## src/rtl/pipe_credit_fifo.sv

```systemverilog
// Purpose: credit-gated capture FIFO behind a fixed-latency, non-stallable delay line; re-emits beats as AXI-Stream.
// Latency: issue at cycle t -> capture at edge t+PIPE_LAT -> m_tvalid at t+PIPE_LAT+1 (no bypass path).
// Backpressure: m_tready stalls the FIFO head; s_issue_ready drops once stored + in-flight beats reach DEPTH.
module pipe_credit_fifo #(
    parameter int DATA_BITS = 32,
    parameter int PIPE_LAT  = 1,
    parameter int DEPTH     = 8
) (
    input  logic                     aclk,
    input  logic                     areset,
    input  logic                     s_issue_valid,
    output logic                     s_issue_ready,
    input  logic [DATA_BITS-1:0]     s_tdata,
    output logic                     m_tvalid,
    input  logic                     m_tready,
    output logic [DATA_BITS-1:0]     m_tdata,
    output logic [$clog2(DEPTH):0]   occupancy
);

    localparam int AW = $clog2(DEPTH);
    localparam int CW = AW + 1;
    localparam logic [CW:0] DEPTH_W = (CW + 1)'(DEPTH);

    logic [PIPE_LAT-1:0]  vld_pipe;
    logic [AW-1:0]        wr_ptr;
    logic [AW-1:0]        rd_ptr;
    logic [CW-1:0]        count;
    logic [CW-1:0]        inflight;
    logic [DATA_BITS-1:0] mem [DEPTH];
    logic [CW:0]          credit_sum;
    logic                 issue;
    logic                 arrive;
    logic                 pop;

    // Credits come only from registered counters, so ready never combinationally
    // depends on s_issue_valid or m_tready. One spare bit keeps the sum exact.
    assign credit_sum    = {1'b0, count} + {1'b0, inflight};
    assign s_issue_ready = credit_sum < DEPTH_W;
    assign occupancy     = credit_sum[CW-1:0];

    assign issue    = s_issue_valid & s_issue_ready;
    assign arrive   = vld_pipe[PIPE_LAT-1];
    assign m_tvalid = (count != '0);
    assign pop      = m_tvalid & m_tready;
    assign m_tdata  = mem[rd_ptr];

    // Valid shadow of the upstream delay line: stage 0 takes the issue handshake.
    generate
        if (PIPE_LAT == 1) begin : g_lat1
            always_ff @(posedge aclk) begin
                if (areset) vld_pipe <= '0;
                else        vld_pipe <= issue;
            end
        end else begin : g_latn
            always_ff @(posedge aclk) begin
                if (areset) vld_pipe <= '0;
                else        vld_pipe <= {vld_pipe[PIPE_LAT-2:0], issue};
            end
        end
    endgenerate

    // Storage array; capture the delay-line output on the cycle its valid shadow arrives.
    always_ff @(posedge aclk) begin
        if (arrive) mem[wr_ptr] <= s_tdata;
    end

    // Pointers and the stored / in-flight counters.
    always_ff @(posedge aclk) begin
        if (areset) begin
            wr_ptr   <= '0;
            rd_ptr   <= '0;
            count    <= '0;
            inflight <= '0;
        end else begin
            if (arrive) wr_ptr <= wr_ptr + AW'(1);
            if (pop)    rd_ptr <= rd_ptr + AW'(1);
            inflight <= inflight + CW'(issue)  - CW'(arrive);
            count    <= count    + CW'(arrive) - CW'(pop);
        end
    end

    // The credit scheme must never let stored plus in-flight beats exceed the array.
    a_credit_bound : assert property (@(posedge aclk) disable iff (areset)
        credit_sum <= DEPTH_W);

    // An arrival must always correspond to a beat counted as in flight.
    a_arrive_tracked : assert property (@(posedge aclk) disable iff (areset)
        arrive |-> (inflight != '0));

endmodule

```

## config.mk

```make
export PLATFORM = sky130hd
export DESIGN_NAME = pipe_credit_fifo
export DESIGN_NICKNAME = d
export VERILOG_FILES = /design/src/rtl/pipe_credit_fifo.sv
export SDC_FILE = /design/constraint.sdc
export NUM_CORES = 1
export LEC_CHECK = 0
export BUFFER_PORTS_ARGS = -buffer_cell sky130_fd_sc_hd__buf_2
export CORE_ASPECT_RATIO = 0.75
export CORE_MARGIN = 2
export CORE_UTILIZATION = 60
export CTS_BUF_LIST = sky130_fd_sc_hd__clkbuf_4 sky130_fd_sc_hd__clkbuf_8 sky130_fd_sc_hd__clkbuf_16
export CTS_CLUSTER_DIAMETER = 30
export CTS_CLUSTER_SIZE = 25
export DETAILED_ROUTE_END_ITERATION = 12
export GPL_TIMING_DRIVEN = 0
export PLACE_DENSITY = 0.77
export SYNTH_ARGS = -nofsm -noshare
export SYNTH_HDL_FRONTEND = slang
export SYNTH_SLANG_ARGS = --single-unit
```

## constraint.sdc

```tcl
create_clock -name aclk -period 3.8 [get_ports aclk]
set_input_delay 0.76 -clock aclk [delete_from_list [all_inputs] [get_ports aclk]]
set_output_delay 0.76 -clock aclk [all_outputs]
set_load 0.05 [all_outputs]
```

# After elaboration in Yosys (flattened, before gate mapping)
# Memories as Yosys holds them, arrays and structs flattened. A register that Yosys moved wholly into a read port is not among the register bits.
# Cells that the tools add are included.
word_totals:
  reg_bits: 15
  latchBits: 0
  ram_bits: 256
  mem_bits_ro: 0
  in_bits: 36
  output_inout_bits: 38
  word_cells: 21
  n_memories: 1
mem_list:
  columns: ["name", "words", "word_bits", "rd", "rd_clocked_by_memory_dff", "write_ports", "line_no", "text"]
  rows:
  - ["mem", 8, 32, 1, 1, 1, "29", "logic [DATA_BITS-1:0] mem [DEPTH];"]
op_classes:
  addsub: 7
  mul: 0
  div: 0
  n_lt_le_gt_ge: 1
  eq_ne: 0
  n_shift: 0
  muxes: 4
  bitwise_logic: 2
  n_reduce_logical: 1
op_table:
  columns: ["operator", "n"]
  rows:
  - ["4-bit by 1-bit adder with 4-bit output", 2]
  - ["4-bit by 1-bit subtractor with 4-bit output", 2]
  - ["3-bit by 1-bit adder with 3-bit output, second input constant", 2]
  - ["3-bit 2-to-1 mux", 2]
  - ["4-bit by 4-bit adder with 5-bit output", 1]
  - ["5-bit by 4-bit less-than comparator with 1-bit output, second input constant", 1]
  - ["4-bit nonzero test", 1]
  - ["1-bit bitwise AND", 2]
  - ["1-bit 2-to-1 mux", 2]

# Logic depth before layout (Yosys ltp)
# Gate-level depths: netlist of the first run.
logic_depth:
  word_depth: 5
  mapped_depth: 12
  ltp_nobuf: 12

# Least setup slack after synthesis of the first run
# Ideal clock, no wire load.
synth_timing:
  path_type: "register to register"
  start: "register vld_pipe, in the netlist arrive"
  end: "memory mem[0][0] (enable)"
  setup_ns: 0.461
  arrival_ns: 2.770
  required_ns: 3.339
  path_slack_ns: 0.569
  path_stages_with_launch: 3
  path_buffers: 0
  period_less_slack_ns: 3.231
  path_cell_list: "dfxtp_1 -> nand2b_1 -> nor3_1"
synth_via:
  elab_chain_len: 2
synth_lines:
  columns: ["item", "line_no", "text"]
  rows:
  - ["start: declaration", "24", "logic [PIPE_LAT-1:0] vld_pipe;"]
  - ["start signal: assignment", "52", "else vld_pipe <= issue;"]
  - ["1-bit 2-to-1 mux", "64", "if (arrive) mem[wr_ptr] <= s_tdata;"]
  - ["1-bit 2-to-1 mux (not written as such)", "64", null]
  - ["end: declaration", "29", null]
# No other way between the ends.

==> results summary, run 1 <==
The endpoint kind of the worst setup timing path is a primary output. The total overflow reported by the global router is 0. The share of layout cells above drive strength 1 came out at 0.356. The synthesized design spends more area on one cell type than any other, namely edfxtp_1. The buffer type at the clock tree root is clkbuf_16. The maximum clock rate came out at 309 MHz. The path type of the worst setup path is reg2out. The final RePlAce weighted congestion came out at 0.815. The clock tree skew after final layout came out at 9.29 ps.

The overall via count from detail_route came out at 5204. The DRC violation count after routing is 0. The largest net degree at the start of global routing came out at 26.

Final hold analysis gives a worst-case slack of 501 ps. The gate count after technology mapping came out at 488. The global-route usage over all layers is 0.233. On the critical path, the stage with the largest delay is an instance of buf_2. The initial standard-cell utilization of the core came out at 0.612. The total setup violations reported at the end of the flow came out at 0.

In the layout the commonest cells are edfxtp_1, buf_2, clkbuf_16. The post-synthesis to final-layout area growth is 20.7%. The count of inserted antenna diode cells is 0. In this run the deepest clock path goes through 3 buffers.

The H-tree generated during clock tree synthesis spans 2 levels. The run finished with clean final reports. The peak ir drop on the vdd network is 0.577 mV. The TritonCTS clock tree is built. The final count of pins violating max slew is 0. The first global-routing pass estimated 32500 um of wire. Setup repair after global routing left no endpoint under its margin. The worst stage delay on the critical path is 400 ps.

The final clock period utilization by the worst path came out at 0.852. With fillers left out, the area of the finished cells amounts to 13000 sq um. The number of clock buffers added by TritonCTS is 40. The worst-margin pin slew came out at 1020 ps. The most repeated library cell on the critical path is buf_2.

The clock latency on the worst-skew pair came out at 510 ps. The static leakage is 4.44 nW. Sorting the synthesized cells by area gives the leading types as edfxtp_1, mux4_1, mux4_2.

The length in cells of the worst reg-to-reg path came out at 11. The total wire length after detailed routing came out at 21100 um. The netlist area before placement came out at 10800 sq um. The fraction of the yosys area taken by sequential cells is 0.745. The count of distinct cell types in the synthesized netlist is 31.

The area of the multi-input gates came out at 2630 sq um. On the critical path the largest part of the delay comes from buffers and inverters. The number of antenna violations at the first check in global routing was 0. The post-CTS resize count came out at 0. The nature of the critical path startpoint is a register. In this run the mean area of a mapped cell was 22.1 sq um.

Traced cell by cell, the critical path runs through clkbuf_1 > buf_2 > mux4_1 > mux2_2 > buf_2. The critical path data arrival time is 2480 ps. Before antenna repair, the detailed router went through 4 iterations. Clock-pin slew was measured on the worst setup and hold paths at 50 ps.

The count of endpoints failing hold in the final timing report is 0. The top cell type's share of synthesized area came out at 0.711. The worst register-to-register path begins at count[1]. The biggest fanout along the worst timing path came out at 10. In this run the tightest slew margin relative to its limit is 0.315. The wire length per cell after detailed routing came out at 23.8 um. The final core utilization is 0.739. The via density per instance is 5.86.

The I/O pin total came out at 74. The clock period minus worst slack came out at 3240 ps. The count of nets left with antenna violations once routing finished came out at 0. The count of buffering cells on the critical path with inverters included came out at 3. The post-layout worst setup margin came out at 563 ps. The power density relative to cell area is 699 nW/um^2. The worst hold path passes through 2 cells. The required time of the critical path is 3040 ps.

Before CTS, the worst setup slack after placement is 1070 ps. The sequential cell area came out at 8050 sq um. The net total in the final layout came out at 670. The most used flip-flop cell after synthesis is edfxtp_1. The count of max-cap constraint violations came out at 0.

The number of sinks driven by the clock tree is 274. The number of global-route vias before repair is 5610. Counting every net in the synthesized netlist gives 542. The die is 159 um wide.

The die area is 19100 sq um. In this run the cell area measured after placement is 11700 sq um. Counting the fill cells in the layout gives 1030.

The post-synthesis sequential element count is 274. The endpoint of the most critical register-to-register path is inflight[2]. The worst hold path belongs to the class reg2reg.

The total half-perimeter wirelength after legalization and detailed placement is 12800 um. The count of buffers inserted at the top-level ports came out at 73. The hold-fix buffer count after cts is 0. The fraction of registers with async set/reset came out at 0. The worst hold path begins at rd_ptr[2].

The floorplan step set the die height to 120 um. In this run, the number of DRC markers left after iteration 0 of detailed routing was 452. The number of enable flip-flop cells after synthesis is 256.

The number of buffers added for setup after CTS is 0. The cell row count came out at 42. During synthesis, Yosys emitted a total of 0 warnings. The setup slack on the worst flop-to-flop path is 1240 ps. The standard cell core area came out at 17700 sq um. The library cell used most frequently in the layout, excluding fill and tap cells, is edfxtp_1.
-- worst max path at each step --
| stage | endpoint | slack [ps] | from | cells after the start |
|---|---|---|---|---|
| floorplan | mem[0][0] | 570 | arrive | 2 |
| detailed placement | m_tdata[22] | 1070 | register | 5 |
| global placement | mem[0][20] | -1760 | arrive | 2 |
| CTS | m_tdata[22] | 510 | register | 5 |
| finish | m_tdata[3] | 560 | register | 5 |
| global route | m_tdata[3] | 420 | register | 5 |
-- per-layer routing --
metal,track usage,up-vias,share of wire
li1,-,2310,-
met1,0.319,2663,0.41
met2,0.383,193,0.50
met3,0.0484,38,0.064
met4,0.0835,0,0.022
met5,0,-,0
-- sequential cells by signal, indices dropped and copies added, names as in the netlist, named ones only --
register  count
wr_ptr        3
rd_ptr        3
mem         256
count         4
arrive        1
inflight      4
-- kinds of logic (layout without fill, tap and decap cells) --
| family | count (synthesis) | in the layout | synth area share |
|---|---|---|---|
| xor+xnor | 7 | 7 | 0.00567 |
| simple gates | 38 | 38 | 0.0174 |
| compound gates | 19 | 19 | 0.0103 |
| fa+ha+maj | 18 | 18 | 0.0229 |
| mux | 97 | 97 | 0.182 |
| flops | 274 | 274 | 0.745 |
| buf+inv | 35 | 193 | 0.0177 |
-- power by group --
group / total [W] / leakage, nW / switching (W) / internal, W
Sequential: 0.00353 / 2.46 / 0.0000816 / 0.00345
Clock: 0.00351 / 0.624 / 0.00130 / 0.00221
Combinational: 0.00207 / 1.37 / 0.00135 / 0.000721
Total: 0.00911 / 4.44 / 0.00273 / 0.00638
-- final cells by class --
class	count	area share
flip-flops and latches	274	0.617
multi-input cells	179	0.201
clock buffers	44	0.0804
repair buffers	86	0.0438
well taps	242	0.0232
clock inverters	28	0.0196
plain buffers	19	0.0101
inverters	16	0.00460
-- tightest hold or removal path: cells and delay by family, from the launching register on --
| family | cells | cell delay (ps) |
|---|---|---|
| AOI/OAI and AO/OA | 2 | 140 |
| DFF | 1 | 300 |
-- synthesized netlist by cell type, drive strengths merged (3+ instances only) --
library cell and count:
nand2 4, a21o 4, o21ai 3, nor2 16, buf 16, edfxtp 256, nand3 3, ha 15
clkbuf 3, mux2 32, mux4 64, xnor2 4, dfxtp 18, xor2 3, nand2b 4, a21oi 10
fa 3, inv 16
-- stage by stage --
step                total power, W  TNS, ps  cells
floorplan                  0.00515        0    488
global placement           0.00555  -111970    803
detailed placement         0.00566        0    816
CTS                        0.00918        0    888
global route               0.00946        0    888
finish                     0.00911        0    888
No activity file was read; power rests on OpenSTA's default activity.
==> run 2, diff against run 1 <==
--- a/config.mk
+++ b/config.mk
@@ -7,12 +7,12 @@
 export LEC_CHECK = 0
 export BUFFER_PORTS_ARGS = -buffer_cell sky130_fd_sc_hd__buf_2
 export CORE_ASPECT_RATIO = 0.75
-export CORE_MARGIN = 2
 export CORE_UTILIZATION = 60
 export CTS_BUF_LIST = sky130_fd_sc_hd__clkbuf_4 sky130_fd_sc_hd__clkbuf_8 sky130_fd_sc_hd__clkbuf_16
 export CTS_CLUSTER_DIAMETER = 30
 export CTS_CLUSTER_SIZE = 25
 export DETAILED_ROUTE_END_ITERATION = 12
+export GPL_ROUTABILITY_DRIVEN = 0
 export GPL_TIMING_DRIVEN = 0
 export PLACE_DENSITY = 0.77
 export SYNTH_ARGS = -nofsm -noshare
==> run 2 against run 1 <==
Net effect:
- final area rose by 0.46%
- total power rose by 2.7%
- register-to-register slack got worse by 130 ps
- utilization rose by 0.34 points
- setup slack got worse by 100 ps
- fmax fell by 3.0%
- sequential power barely moved
- final cell count fell by 0.23%
- highest routed layer unchanged
- count of clock-buffer cells in the layout rose by 2
- global-route usage rose by 0.29 points
- clock power rose by 6.8%
==> results summary, run 2 (synthesis gave the netlist of run 1 again) <==
The number of cells in the finished layout apart from fillers is 886 (was 888). The register containing the most flip-flops in the final layout is mem (unchanged). The setup slack on the worst flop-to-flop path is 1110 ps (was 1240 ps). The buffer type at the clock tree root is clkbuf_16 (unchanged).

The DRC violation count after routing is 0 (unchanged). The post-CTS resize count was 0 (unchanged). The number of antenna violations at the first check in global routing came to 0 (unchanged). The cell row count came out at 42 (unchanged). The initial standard-cell utilization of the core came out at 0.612 (unchanged). The clock tree skew after final layout came out at 10.2 ps (was 9.29 ps). The count of max-cap constraint violations is 0 (unchanged). The biggest fanout along the worst timing path came out at 10 (unchanged).

The most frequent standard cell in the layout excluding fill and tap cells was edfxtp_1 (unchanged). The TritonCTS clock tree is built (unchanged). The flip-flop count of the largest register, all copies and words added was 256 (unchanged). The peak ir drop on the vdd network came out at 0.601 mV (was 0.577 mV). The CTS clock-pin slew for the worst setup and hold paths is 60 ps (was 50 ps). The endpoint kind of the worst setup timing path is a primary output (unchanged). Critical-path cell list: clkbuf_1 > buf_2 > mux4_1 > mux2_2 > buf_2 (unchanged). The wire length of the first global-routing pass was 31200 um (was 32500 um). The overall via count from detail_route came out at 5198 (was 5204). The number of buffers added for setup after CTS is 0 (unchanged).

The total wire length after detailed routing is 20500 um (was 21100 um). The maximum clock rate was 300 MHz (was 309 MHz). The post-route setup TNS is 0 ps (unchanged). The standard cell core area is 17700 sq um (unchanged).

The power after layout is 0.00936 W (was 0.00911 W). The number of sinks driven by the clock tree came out at 274 (unchanged). The total setup violations reported at the end of the flow was 0 (unchanged). The total half-perimeter wirelength after legalization and detailed placement is 11700 um (was 12800 um). The worst hold-check path type is in2reg (was reg2reg).

The count of endpoints failing hold in the final timing report came out at 0 (unchanged). The final-layout worst hold slack was 514 ps (was 501 ps). The share of layout cells above drive strength 1 is 0.357 (was 0.356). The number of search-and-repair iterations in the first detailed-routing pass was 5 (was 4). The path type of the worst setup path was reg2out (unchanged).

The H-tree depth is 2 (unchanged). The count of buffering cells on the critical path with inverters included is 3 (unchanged). The power density relative to cell area is 714 nW/um^2 (was 699 nW/um^2). The hold-fix buffer count after cts is 0 (unchanged). The net total in the final layout came out at 668 (was 670). The headroom to the max-slew limit came out at 0.355 (was 0.315). The count of inserted antenna diode cells came out at 0 (unchanged). The global-route usage over all layers came out at 0.236 (was 0.233). The vertical die dimension is 118 um (was 120 um). The required time of the critical path came to 3040 ps (about the same). The final clock period utilization by the worst path is 0.878 (was 0.852). The clock latency on the worst-skew pair is 510 ps (about the same). The static leakage came out at 4.47 nW (was 4.44 nW). The largest buffer count on any clock path was 3 (unchanged). The total overflow reported by the global router came out at 0 (unchanged). The post-detailed-route count of antenna-violating nets is 0 (unchanged). The post-synthesis to final-layout area growth is 21.2% (was 20.7%). The cell type group with the largest total delay on the critical path is buffers and inverters (unchanged). Result of the run: finished, final reports clean (unchanged). The die area came to 18600 sq um (was 19100 sq um). The I/O pin total came out at 74 (unchanged). The die width was 157 um (was 159 um). Registers with the highest flip-flop counts: mem x256, count x4, inflight x4 (unchanged). Commonest non-fill, non-tap cells in the layout: edfxtp_1, buf_2, clkbuf_16 (unchanged).

The worst stage delay on the critical path is 430 ps (was 400 ps). The final count of pins violating max slew came out at 0 (unchanged). The worst-margin pin slew came out at 962 ps (was 1020 ps). The number of clock buffers inserted by TritonCTS is 39 (was 40). The wire length per cell after detailed routing came to 23.2 um (was 23.8 um). The via density per instance came out at 5.87 (was 5.86). The detailed router's first-iteration violation count is 345 (was 452). The placed instance count came out at 815 (was 816). The most repeated library cell on the critical path is buf_2 (unchanged).

The critical path data arrival time is 2580 ps (was 2480 ps). RSZ-0062 raised after global routing: false (unchanged). The count of buffers inserted at the top-level ports is 73 (unchanged). The clock period minus worst slack came to 3340 ps (was 3240 ps). The nature of the critical path startpoint is a register (unchanged).

The largest net degree at the start of global routing is 24 (was 26). The number of global-route vias before repair came out at 5484 (was 5610). The critical path's slowest cell was clkbuf_1 (was buf_2).
==> run 2: changes by cell type in the layout (fill, tap and decap cells not counted) <==
cell / previous run / this run
buf_4: 0 / 2
buf_6: 12 / 10
buf_8: 2 / 1
bufinv_16: 3 / 7
clkbuf_4: 3 / 5
clkinv_1: 7 / 5
clkinv_4: 4 / 1
clkinvlp_4: 6 / 7
inv_6: 5 / 2
==> run 2: per-stage QoR <==
stage          setup WS (ps)  area [sq um]   util
3_5_place_dp             982         11700  0.664
4_1_cts                  365         13100  0.742
3_3_place_gp           -1540         11500  0.650
2_1_floorplan            569         10800      -
5_1_grt                  328         13100  0.742
6_report                 462         13100  0.742
==> run 2: layer usage <==
metal,GRT usage,routed length [um],up-vias
li1,-,-,2306
met1,0.321,8800,2680
met2,0.383,10200,173
met3,0.0535,1130,39
met4,0.0754,419,0
met5,0,0,-
==> run 2: path summary, 6_finish.rpt <==
path	from	end	depth (start not counted)
worst max-delay path	register	m_tdata[15]	5
worst min-delay path	s_tdata[10]	mem[5][10]	1
worst max register to register	count[2]	count[2]	11
worst min register to register	rd_ptr[2]	rd_ptr[2]	2
==> run 2: cell type report <==
type                    instances  area (sq um)
plain buffers                  19           131
fillers                      1002          4550
multi-input cells             179          2630
clock buffers                  46          1060
flip-flops and latches        274          8050
well taps                     242           303
inverters                      16          60.1
repair buffers                 85           549
clock inverters                25           323
==> run 2: power by group <==
group / total (W) / switching, W / internal (W)
logic: 0.00207 / 0.00135 / 0.000718
registers: 0.00353 / 0.0000821 / 0.00345
clock network: 0.00375 / 0.00127 / 0.00248
